==> config.mk <==
export PLATFORM = sky130hd
export DESIGN_NAME = nibble_readout
export DESIGN_NICKNAME = d
export VERILOG_FILES = /design/src/rtl/nibble_readout_pkg.sv /design/src/rtl/sync_ff.sv /design/src/rtl/nibble_readout.sv
export SDC_FILE = /design/constraint.sdc
export NUM_CORES = 1
export LEC_CHECK = 0
export BUFFER_PORTS_ARGS = -buffer_cell sky130_fd_sc_hd__buf_4
export CAP_MARGIN = 0
export CORE_ASPECT_RATIO = 1.25
export CORE_MARGIN = 5
export CORE_UTILIZATION = 60
export CTS_BUF_LIST = sky130_fd_sc_hd__clkbuf_16
export DETAILED_ROUTE_END_ITERATION = 10
export GPL_TIMING_DRIVEN = 0
export PLACE_DENSITY = 0.84
export SKIP_CTS_REPAIR_TIMING = 1
export SLEW_MARGIN = 20
export SYNTH_ARGS = -nofsm -noshare
export SYNTH_HDL_FRONTEND = slang
export SYNTH_SLANG_ARGS = --single-unit
==> constraint.sdc <==
create_clock -name clk -period 2.95 [get_ports clk]
set_input_delay 0.7375 -clock clk [delete_from_list [all_inputs] [get_ports clk]]
set_output_delay 0.7375 -clock clk [all_outputs]
set_load 0.02 [all_outputs]
==> src/rtl/nibble_readout_pkg.sv <==
// Shared constants, state encoding and scan helper for the nibble readout block.
package nibble_readout_pkg;

    localparam int NIBBLE_W = 4;
    localparam int IDX_W    = 2;
    localparam int OPER_W   = 4;
    localparam int NUM_REGS = 4;
    localparam int PTR_W    = 3;

    localparam logic [2:0] ST_IDLE    = 3'd0;
    localparam logic [2:0] ST_SCAN    = 3'd1;
    localparam logic [2:0] ST_PRESENT = 3'd2;
    localparam logic [2:0] ST_RELEASE = 3'd3;
    localparam logic [2:0] ST_FINISH  = 3'd4;

    typedef struct packed {
        logic             found;
        logic [IDX_W-1:0] idx;
    } scan_t;

    // Lowest selected register at or above ptr; ptr may sit one past the last register.
    function automatic scan_t next_sel(input logic [NUM_REGS-1:0] mask, input logic [PTR_W-1:0] ptr);
        scan_t res;
        res.found = 1'b0;
        res.idx   = {IDX_W{1'b0}};
        for (int i = NUM_REGS - 1; i >= 0; i--) begin
            if (mask[i] && (PTR_W'(i) >= ptr)) begin
                res.found = 1'b1;
                res.idx   = IDX_W'(i);
            end
        end
        return res;
    endfunction

endpackage

==> src/rtl/sync_ff.sv <==
// Multi-flop level synchronizer for asynchronous pin inputs.
module sync_ff #(
    parameter int STAGES = 2
) (
    input  logic clk,
    input  logic rst,
    input  logic d,
    output logic q
);

    logic [STAGES-1:0] stage_r;

    // Shift chain clocking the asynchronous level into the clk domain.
    always_ff @(posedge clk) begin
        if (rst) begin
            stage_r <= {STAGES{1'b0}};
        end else begin
            stage_r <= {stage_r[STAGES-2:0], d};
        end
    end

    assign q = stage_r[STAGES-1];

endmodule

==> src/rtl/nibble_readout.sv <==
// Reads back up to four operand nibbles to an external reader over a 4-phase valid/ack handshake.
module nibble_readout
    import nibble_readout_pkg::*;
#(
    parameter int SYNC_STAGES = 2,
    parameter int TIMEOUT     = 255
) (
    input  logic                clk,
    input  logic                rst,
    input  logic                start,
    input  logic [NUM_REGS-1:0] sel_mask,
    input  logic [OPER_W-1:0]   in1,
    input  logic [OPER_W-1:0]   in2,
    input  logic [OPER_W-1:0]   in3,
    input  logic [OPER_W-1:0]   in4,
    input  logic                ack,
    output logic [NIBBLE_W-1:0] data_out,
    output logic [IDX_W-1:0]    idx,
    output logic                valid,
    output logic                busy,
    output logic                done,
    output logic                err
);

    localparam int              CNT_W    = (TIMEOUT > 1) ? $clog2(TIMEOUT + 1) : 1;
    localparam logic [CNT_W-1:0] CNT_LAST = CNT_W'((TIMEOUT > 0) ? (TIMEOUT - 1) : 0);
    localparam bit              TO_EN    = (TIMEOUT != 0);

    logic [2:0]                        state_r;
    logic [NUM_REGS-1:0][OPER_W-1:0]   snap_r;
    logic [NUM_REGS-1:0]               mask_r;
    logic [PTR_W-1:0]                  ptr_r;
    logic [CNT_W-1:0]                  cnt_r;
    logic [NIBBLE_W-1:0]               data_r;
    logic [IDX_W-1:0]                  idx_r;
    logic                              valid_r;
    logic                              busy_r;
    logic                              done_r;
    logic                              err_r;
    logic                              ack_sync_s;
    logic                              tmo_s;
    scan_t                             scan_s;

    sync_ff #(.STAGES(SYNC_STAGES)) u_ack_sync (
        .clk (clk),
        .rst (rst),
        .d   (ack),
        .q   (ack_sync_s)
    );

    // Next selected register and phase-timeout detection.
    always_comb begin
        scan_s = next_sel(mask_r, ptr_r);
        tmo_s  = 1'b0;
        if (TO_EN && (cnt_r == CNT_LAST)) begin
            tmo_s = 1'b1;
        end else begin
            tmo_s = 1'b0;
        end
    end

    // Burst sequencer: snapshot, scan, handshake each selected nibble, then finish.
    always_ff @(posedge clk) begin
        if (rst) begin
            state_r <= ST_IDLE;
            snap_r  <= {(NUM_REGS * OPER_W){1'b0}};
            mask_r  <= {NUM_REGS{1'b0}};
            ptr_r   <= {PTR_W{1'b0}};
            cnt_r   <= {CNT_W{1'b0}};
            data_r  <= {NIBBLE_W{1'b0}};
            idx_r   <= {IDX_W{1'b0}};
            valid_r <= 1'b0;
            busy_r  <= 1'b0;
            done_r  <= 1'b0;
            err_r   <= 1'b0;
        end else begin
            done_r <= 1'b0;
            case (state_r)
                ST_IDLE: begin
                    if (start) begin
                        snap_r  <= {in4, in3, in2, in1};
                        mask_r  <= sel_mask;
                        err_r   <= 1'b0;
                        ptr_r   <= {PTR_W{1'b0}};
                        busy_r  <= 1'b1;
                        state_r <= ST_SCAN;
                    end
                end
                ST_SCAN: begin
                    if (scan_s.found) begin
                        data_r  <= snap_r[scan_s.idx];
                        idx_r   <= scan_s.idx;
                        valid_r <= 1'b1;
                        cnt_r   <= {CNT_W{1'b0}};
                        state_r <= ST_PRESENT;
                    end else begin
                        done_r  <= 1'b1;
                        state_r <= ST_FINISH;
                    end
                end
                ST_PRESENT: begin
                    if (ack_sync_s) begin
                        valid_r <= 1'b0;
                        cnt_r   <= {CNT_W{1'b0}};
                        state_r <= ST_RELEASE;
                    end else if (tmo_s) begin
                        err_r   <= 1'b1;
                        valid_r <= 1'b0;
                        done_r  <= 1'b1;
                        state_r <= ST_FINISH;
                    end else begin
                        cnt_r <= cnt_r + CNT_W'(1);
                    end
                end
                ST_RELEASE: begin
                    if (!ack_sync_s) begin
                        ptr_r   <= PTR_W'(idx_r) + 3'd1;
                        state_r <= ST_SCAN;
                    end else if (tmo_s) begin
                        err_r   <= 1'b1;
                        done_r  <= 1'b1;
                        state_r <= ST_FINISH;
                    end else begin
                        cnt_r <= cnt_r + CNT_W'(1);
                    end
                end
                ST_FINISH: begin
                    busy_r  <= 1'b0;
                    state_r <= ST_IDLE;
                end
                default: begin
                    valid_r <= 1'b0;
                    busy_r  <= 1'b0;
                    state_r <= ST_IDLE;
                end
            endcase
        end
    end

    assign data_out = data_r;
    assign idx      = idx_r;
    assign valid    = valid_r;
    assign busy     = busy_r;
    assign done     = done_r;
    assign err      = err_r;

endmodule

==> impl_metrics.yaml, run 1 <==
placed_design:
  finalWeightedCongestion: 0.935
  post-place-ws_ns: 0.891
  place_inst: 334
  dp_hpwl_um: 3940
  io_buffers: 32
global_routing:
  overflow: 0
  grt_pass1_vias: 2028
  antenna_found_initial: 0
  track_usage_pct: 22.5
  grt_max_degree: 16
  grt_pass1_wl_um: 8940
floorplanning:
  die_w_um: 63.5
  rows: 24
  die-area_mm2: 0.00487
  start_util_pct: 61.5
  io_pins: 34
  fp.dieH_um: 76.8
  core_area_mm2: 0.00348
drt:
  routed_via_density: 5.96
  antenna_left: 0
  drc: 0
  vias: 2040
  drt_pass1_iterations: 4
  wl_per_cell_um: 15.6
  drt-initial-drc-count: 102
  wl_um: 5350
timing:
  setup_viol: 0
  rsz0062_at_grt: "no"
  finClkSkew_ns: 0.00706
  whs_ns: 0.434
  max-slew-margin-rel_pct: 56.4
  fin_setup_tns_ns: 0
  setup_slack_ns: 0.894
  period_needed_ns: 2.06
  report.final.slew_viol_count: 0
  fmax_mhz: 486
  tightestPinTransition_ns: 0.654
  min_period_over_period_pct: 69.7
  hold_viol: 0
layout:
  fin_cells: 342
  fill_cells: 274
  multi_input_area_mm2: 0.00115
  drive_gt1_share_pct: 16.5
  area_growth_pct: 20.3
  antenna_cells: 0
  final_nets: 329
  seqCellArea_um2: 921
power_and_ir_drop:
  power_density_mw_per_mm2: 591
  power_leakage_nw: 0.994
  p_total_mw: 1.52
  vdd_drop_max_uv: 519
logic_synthesis:
  ys_ff_latch: 46
  syn_inst: 263
  syn-num-nets: 290
  syn_area_mm2: 0.00214
  syn-mean-instance-area_um2: 8.15
  synth-main-ff-cell: "dfxtp_1"
  ys_seq_area_share_pct: 43.0
  synthArstFlopShare_pct: 0
  synth.distinct_cells: 41
  synth-edff-count: 0
  ys_warn_count: 0
critical_path:
  endpoint_kind: "register"
  cp_max_fo: 9
  cp_top_family: "compound AO/OA/AOI/OAI gates"
  max_stage_delay_ns: 0.62
  arrival_ns: 2.23
  worstSetupPathType: "reg -> reg"
  timing.critical_path.cells: "nor3b_1 -> a311oi_4 -> mux2_2 -> a221o_1"
  critPathLaunchType: "register"
  cp.buffers_inverters: 0
  cpMaxStageDelayCell: "a311oi_4"
  cp_data_required_time_ns: 3.12
cts:
  cts_made_buffers: 5
  clock-sinks: 46
  tritoncts: "yes"
  clk_pin_slew_ns: 0.06
  root_buffer: "clkbuf_16"
  cts_max_level: 2
  clk_latency_ns: 0.29
  cts_buffer_depth: 2
status:
  run_status: "finished clean"
worst_hold_path:
  hp-class: "reg -> reg"
run:
  max-cap-violations: 0
## Yosys cell counts (2+ instances only)
master,instances,area share [%]
ha_1,3,1.8
o21ai_0,5,1.2
a21oi_1,38,8.9
and4_1,2,0.82
a211oi_1,5,1.8
nand4_1,2,0.58
and2_1,3,0.88
a22oi_1,2,0.70
nand2_1,48,8.4
clkbuf_1,11,1.9
o21a_1,2,0.70
nor2_1,20,3.5
o31ai_1,3,1.1
mux2i_1,6,2.8
nor3_1,6,1.4
inv_1,7,1.2
a221o_1,4,1.9
a31oi_1,4,1.2
dfxtp_1,46,43
and3_1,4,1.2
nand3_1,9,2.1
nand2b_1,7,2.0
mux2_2,4,2.1
nor2b_1,5,1.5
## where the power goes
group / switching, mW / leakage [nW] / internal (mW)
clock network: 0.237 / 0.0698 / 0.314
logic: 0.167 / 0.549 / 0.116
registers: 0.0279 / 0.375 / 0.662
total: 0.431 / 0.994 / 1.09
## layer usage
metal  GRT usage, %  vias to the layer above  wire (µm)
li1               -                     1014          -
met1           25.6                      953       2220
met2           39.3                       52       2740
met3           3.80                       21        198
met4           11.6                        0        191
met5              0                        -          0
## sequential cells by signal (all words and copies together), names as in the netlist, 2 cells and up
name / flops
snap_r: 16
cnt_r: 8
data_out: 4
mask_r: 4
ptr_r: 3
state_r: 3
idx: 2
u_ack_sync.stage_r: 2
## cell usage in the layout, fill, tap and decap left out, drive strengths merged, types with 2 or more instances in the layout
master,count
a211oi,5
clkbuf,16
ha,3
dfxtp,46
a31oi,4
a22oi,2
inv,7
a21oi,38
nand3,9
o21a,2
o31ai,3
nor3,6
and2,3
mux2,4
buf,33
nand4,2
o21ai,6
clkinv,2
a221o,4
a311oi,2
and4,2
and3,4
mux2i,6
nand2b,7
nor2,20
nand2,48
nor2b,5
## cell families after synthesis
logic type | share of synthesized area (%)
AND/OR/NAND/NOR | 23.8
AO/OA/AOI/OAI | 22.8
flip-flops | 43.0
buffers and inverters | 3.39
multiplexers | 4.90
adder cells (fa/ha/maj) | 2.22
## layout make-up
| type | instances | share of cell area [%] |
|---|---|---|
| Buffer | 12 | 1.80 |
| Clock buffer | 5 | 4.85 |
| Clock inverter | 3 | 0.825 |
| Inverter | 7 | 1.02 |
| Multi-Input combinational cell | 198 | 44.6 |
| Sequential cell | 46 | 35.7 |
| Tap cell | 39 | 1.89 |
| Timing Repair Buffer | 32 | 9.32 |
## worst paths after layout
path	start	slack (ns)	to	cells past startpoint
worst max-delay path	ptr_r[0]$_SDFFE_PP0P_	0.89	data_out[3]$_SDFFE_PP0P_	4
worst min register to register	u_ack_sync.stage_r[0]$_SDFF_PP0_	0.43	u_ack_sync.stage_r[1]$_SDFF_PP0_	1
worst max register to register	ptr_r[0]$_SDFFE_PP0P_	0.89	data_out[3]$_SDFFE_PP0P_	4
worst min-delay path	u_ack_sync.stage_r[0]$_SDFF_PP0_	0.43	u_ack_sync.stage_r[1]$_SDFF_PP0_	1
## metrics by stage
step	util, %	cell area [µm²]
CTS	74.0	2580
floorplan	-	2140
global route	74.0	2580
finish	74.0	2580
global placement	69.8	2430
detailed placement	69.8	2430
(Power assumes the default switching activity.)
==> run 2, diff against run 1 <==
- ABC_AREA: unset -> 1
- CORE_UTILIZATION: 60 -> 51
- PLACE_DENSITY: 0.84 -> 0.75
- clock period: 2.95 -> 1.8 ns (I/O delays scaled with it)
==> run 2 against run 1 <==
Fmax is 33% higher. Critical endpoint is now data_out[2]$_SDFFE_PP0P_. Power grew 92%. Clock-buffer cell count did not move. Area after synthesis is 6.7% higher. Die area increased by 22%.
==> impl_metrics.yaml, run 2 <==
drt:
  routed_via_density: 5.09
  vias: 2138
  drc: 0
  drt_pass1_iterations: 4
  wl_um: 5280
  drt-initial-drc-count: 72
  antenna_left: 0
  wl_per_cell_um: 12.6
cts:
  root_buffer: "clkbuf_16"
  cts_max_level: 2
  cts_made_buffers: 5
  tritoncts: "yes"
  clock-sinks: 46
  clk_latency_ns: 0.28
  cts_buffer_depth: 2
  clk_pin_slew_ns: 0.06
layout:
  largestRegisters: "snap_r (16), cnt_r (8)"
  drive_gt1_share_pct: 20.4
  largest_register: "snap_r"
  layout_commonest_cell: "nand2_1"
  antenna_cells: 0
  largest_reg_flops: 16
  fill_cells: 415
  area_growth_pct: 19.9
  final_cell_mix: "65 x nand2_1, 46 x dfxtp_1, 44 x inv_1"
  final_nets: 388
floorplanning:
  die-area_mm2: 0.00593
  die_w_um: 69.9
  io_pins: 34
  start_util_pct: 52.1
  rows: 27
  core_area_mm2: 0.00439
  fp.dieH_um: 84.9
timing:
  hold_viol: 0
  setup_slack_ns: 0.256
  fin_setup_tns_ns: 0
  min_period_over_period_pct: 85.8
  max-slew-margin-rel_pct: 66.9
  report.final.slew_viol_count: 0
  setup_viol: 0
  rsz0062_at_grt: "no"
  finClkSkew_ns: 0.00607
  tightestPinTransition_ns: 0.497
  period_needed_ns: 1.54
  fmax_mhz: 648
critical_path:
  arrival_ns: 1.73
  endpoint_kind: "register"
  critPathLaunchType: "register"
  reg2reg_depth: 9
  worstSetupPathType: "reg -> reg"
  cp_max_fo: 10
  cp_data_required_time_ns: 1.99
logic_synthesis:
  ys_warn_count: 0
  synth_largest_area_cell: "dfxtp_1"
  yosys.cell_count.top_type: "nand2_1"
  synth.distinct_cells: 31
  synth-edff-count: 0
  yosys-top-cells-count: "65 x nand2_1, 46 x dfxtp_1, 43 x inv_1"
  synth.area.top_cells: "dfxtp_1 40%, nand2_1 11%, a21oi_1 8.1%, inv_1 7.1%, nand3_1 6.3%"
  ys_ff_latch: 46
  syn-num-nets: 349
  ys_seq_area_share_pct: 40.3
  synth-main-ff-cell: "dfxtp_1"
  yosysTopAreaCellShare_pct: 40.3
  syn-mean-instance-area_um2: 7.10
  syn_inst: 322
  syn_area_mm2: 0.00229
  synthArstFlopShare_pct: 0
global_routing:
  track_usage_pct: 19.3
  antenna_found_initial: 0
  grt_pass1_wl_um: 9340
  overflow: 0
  grt_max_degree: 15
  grt_pass1_vias: 2198
placed_design:
  post-place-ws_ns: 0.258
  io_buffers: 32
  dp_hpwl_um: 3980
  finalWeightedCongestion: 0.802
worst_hold_path:
  hp-class: "in -> reg"
  worst_hold_path.num_cells: 3
status:
  run_status: "finished clean"
run:
  max-cap-violations: 0
power_and_ir_drop:
  vdd_drop_max_uv: 673
  power_density_mw_per_mm2: 1060
  power_leakage_nw: 1.26
## run 2: cell types whose count changed after synthesis, sizes merged, moves of 5 or more
cell,delta
inv,+42
nor2b,-5
clkbuf,-6
nand3,+23
o21ai,+19
mux2i,-6
nand2b,-7
nor2,+10
nand2,+28
## run 2: power breakdown
part | switching, mW | total (mW) | internal, mW
clock network | 0.377 | 0.886 | 0.509
registers | 0.0660 | 1.21 | 1.14
logic | 0.529 | 0.820 | 0.291
## run 2: final cells by class
| type | count | area [µm²] | share of cell area [%] |
|---|---|---|---|
| Buffer | 10 | 50.0 | 1.83 |
| Clock buffer | 5 | 125 | 4.56 |
| Clock inverter | 3 | 17.5 | 0.639 |
| Inverter | 49 | 186 | 6.80 |
| Multi-Input combinational cell | 217 | 1130 | 41.2 |
| Sequential cell | 46 | 921 | 33.6 |
| Tap cell | 58 | 72.6 | 2.65 |
| Timing Repair Buffer | 32 | 240 | 8.76 |
## run 2: kinds of logic after synthesis
group | after synthesis | share of synthesized area, %
AO/OA/AOI/OAI | 67 | 16.1
XOR/XNOR | 1 | 0.383
adder cells (fa/ha/maj) | 3 | 1.64
buffers and inverters | 59 | 10.3
flip-flops | 46 | 40.3
AND/OR/NAND/NOR | 146 | 31.3
## run 2: worst paths after layout
check                                   startpoint                                to  slack, ns
setup reg to reg             ptr_r[1]$_SDFFE_PP0P_          data_out[2]$_SDFFE_PP0P_       0.26
setup / recovery             ptr_r[1]$_SDFFE_PP0P_          data_out[2]$_SDFFE_PP0P_       0.26
hold / removal                                 ack  u_ack_sync.stage_r[0]$_SDFF_PP0_       0.37
hold reg to reg   u_ack_sync.stage_r[0]$_SDFF_PP0_  u_ack_sync.stage_r[1]$_SDFF_PP0_       0.40
## run 2: through the flow
step | cell area, µm² | total power, mW | hold slack (ns) | cells | utilization [%]
2_1_floorplan | 2290 | 1.81 | 0.388 | 322 | -
3_3_place_gp | 2600 | 2.03 | 0.398 | 412 | 59.2
3_5_place_dp | 2600 | 2.05 | 0.397 | 412 | 59.2
4_1_cts | 2740 | 2.93 | 0.370 | 420 | 62.4
5_1_grt | 2740 | 3.09 | 0.388 | 420 | 62.4
6_report | 2740 | 2.92 | 0.368 | 420 | 62.4
## run 2: critical path: stages (launching register included)
cell,delay (ns)
dfxtp_1,0.37
nor2_2,0.08
nand2_2,0.18
nand2_1,0.12
nor2_4,0.21
inv_1,0.14
nand3_1,0.14
nand3_1,0.10
nand2_1,0.07
inv_1,0.03
## run 2: routing by layer
metal | global-route usage [%] | vias to the layer above | wire length, µm
met5 | 0 | - | 0
li1 | - | 1111 | -
met4 | 9.58 | 0 | 119
met2 | 36.6 | 51 | 2830
met1 | 19.7 | 964 | 2100
met3 | 4.03 | 12 | 224
==> run 3, diff against run 2 <==
- BUFFER_PORTS_ARGS: -buffer_cell sky130_fd_sc_hd__buf_4 -> -buffer_cell sky130_fd_sc_hd__buf_2
- CORE_MARGIN: 5 -> unset
==> run 3 against run 2 <==
Power is 1.6% lower. Die area is 20% lower. Setup slack better by 0.061 ns. Sequential cell count stayed put. Non-clock buffer count stayed put. Wire length is 6.5% lower. Sequential power hardly changed. Critical path depth is 1 lower. Critical path type unchanged. Critical endpoint is now state_r[1]$_SDFFE_PP0N_. Largest cell class unchanged.
==> impl_metrics.yaml, run 3 (synthesis results as in run 2) <==
floorplanning:
  die_w_um: 61.9
  rows: 26
  fp.dieH_um: 76.9
  die-area_mm2: 0.00476
  start_util_pct: 54.5
  io_pins: 34
  core_area_mm2: 0.00420
global_routing:
  overflow: 0
  grt_max_degree: 15
  grt_pass1_vias: 1975
  track_usage_pct: 23.6
  antenna_found_initial: 0
  grt_pass1_wl_um: 8430
cts:
  cts_max_level: 2
  tritoncts: "yes"
  clk_pin_slew_ns: 0.06
  root_buffer: "clkbuf_16"
  cts_buffer_depth: 2
  cts_made_buffers: 5
  clock-sinks: 46
  clk_latency_ns: 0.28
critical_path:
  endpoint_kind: "register"
  cp_top_family: "simple AND/OR/NAND/NOR gates"
  worstSetupPathType: "reg -> reg"
  max_stage_delay_ns: 0.36
  timing.critical_path.cells: "inv_1 -> ha_1 -> nand2_1 -> nor2_1 -> nand2_2 -> buf_6 -> a31oi_1 -> nor2_1"
  arrival_ns: 1.63
  cp_max_fo: 10
  cp_data_required_time_ns: 1.95
  crit_top_cell: "nor2_1"
  cpMaxStageDelayCell: "dfxtp_1"
  critPathLaunchType: "register"
  cp.buffers_inverters: 2
placed_design:
  dp_hpwl_um: 3730
  place_area_mm2: 0.00252
  place_inst: 410
  io_buffers: 32
  finalWeightedCongestion: 0.830
timing:
  max-slew-margin-rel_pct: 64.1
  setup_viol: 0
  finClkSkew_ns: 0.00515
  min_period_over_period_pct: 82.4
  fin_setup_tns_ns: 0
  period_needed_ns: 1.48
  rsz0062_at_grt: "no"
  fmax_mhz: 675
  report.final.slew_viol_count: 0
  hold_viol: 0
  tightestPinTransition_ns: 0.539
layout:
  antenna_cells: 0
  design_area_mm2: 0.00266
  layout_commonest_cell: "nand2_1"
  largest_register: "snap_r"
  fill_cells: 416
  fin_cells: 417
  drive_gt1_share_pct: 20.5
  area_growth_pct: 16.2
  largestRegisters: "snap_r (16), cnt_r (8)"
  final_cell_mix: "65 x nand2_1, 46 x dfxtp_1, 43 x inv_1"
  final_nets: 388
  largest_reg_flops: 16
drt:
  drc: 0
  drt_pass1_iterations: 4
  routed_via_density: 5.14
  wl_per_cell_um: 11.8
  drt-initial-drc-count: 97
  vias: 2144
  antenna_left: 0
  wl_um: 4940
status:
  run_status: "finished clean"
power_and_ir_drop:
  power_density_mw_per_mm2: 1080
  power_leakage_nw: 1.22
  vdd_drop_max_uv: 677
  p_total_mw: 2.87
worst_hold_path:
  hp-class: "in -> reg"
run:
  max-cap-violations: 0
run 3: changes by cell type in the layout (fill, tap and decap cells not counted):
| cell | before | now |
|---|---|---|
| buf_2 | 4 | 36 |
| buf_4 | 32 | 0 |
| clkinvlp_4 | 0 | 2 |
| clkinv_2 | 1 | 0 |
| clkinv_4 | 1 | 0 |
| inv_1 | 44 | 43 |
run 3: tightest hold or removal path, delay by kind of cell:
family	cells	cell delay (ns)
buffers and inverters	2	0.11
AND/OR/NAND/NOR	1	0.07
run 3: path summary, 6_finish.rpt:
| path | start | end | slack (ns) | cells after the start |
|---|---|---|---|---|
| worst max-delay path | cnt_r[0]$_SDFFE_PP0P_ | state_r[1]$_SDFFE_PP0N_ | 0.32 | 8 |
| worst min-delay path | ack | u_ack_sync.stage_r[0]$_SDFF_PP0_ | 0.37 | 3 |
| worst max register to register | cnt_r[0]$_SDFFE_PP0P_ | state_r[1]$_SDFFE_PP0N_ | 0.32 | 8 |
| worst min register to register | u_ack_sync.stage_r[0]$_SDFF_PP0_ | u_ack_sync.stage_r[1]$_SDFF_PP0_ | 0.41 | 2 |
run 3: through the flow:
step	util, %	hold slack, ns	worst slack [ns]
5_1_grt	63.3	0.381	0.105
4_1_cts	63.3	0.374	0.315
3_3_place_gp	60.0	0.399	0.316
6_report	63.3	0.372	0.318
3_5_place_dp	60.0	0.401	0.257
2_1_floorplan	-	0.388	0.470
run 3: per-layer routing:
metal | global-route usage [%] | routed length (µm) | vias to the layer above
li1 | - | - | 1110
met2 | 41.2 | 2640 | 45
met1 | 26.7 | 2020 | 974
met3 | 5.06 | 140 | 15
met4 | 9.56 | 136 | 0
met5 | 0 | 0 | -
run 3: cell type report:
cell class | count | area (µm²) | area share [%]
Tap cell | 56 | 70.1 | 2.64
Inverter | 49 | 186 | 7.02
Clock inverter | 2 | 15.0 | 0.565
Sequential cell | 46 | 921 | 34.7
Buffer | 10 | 50.0 | 1.88
Timing Repair Buffer | 32 | 160 | 6.03
Clock buffer | 5 | 125 | 4.71
Multi-Input combinational cell | 217 | 1130 | 42.5
run 3: report_power, final:
group,internal [mW],switching (mW)
Sequential,1.14,0.0615
Clock,0.506,0.374
Combinational,0.261,0.524
Total,1.91,0.959
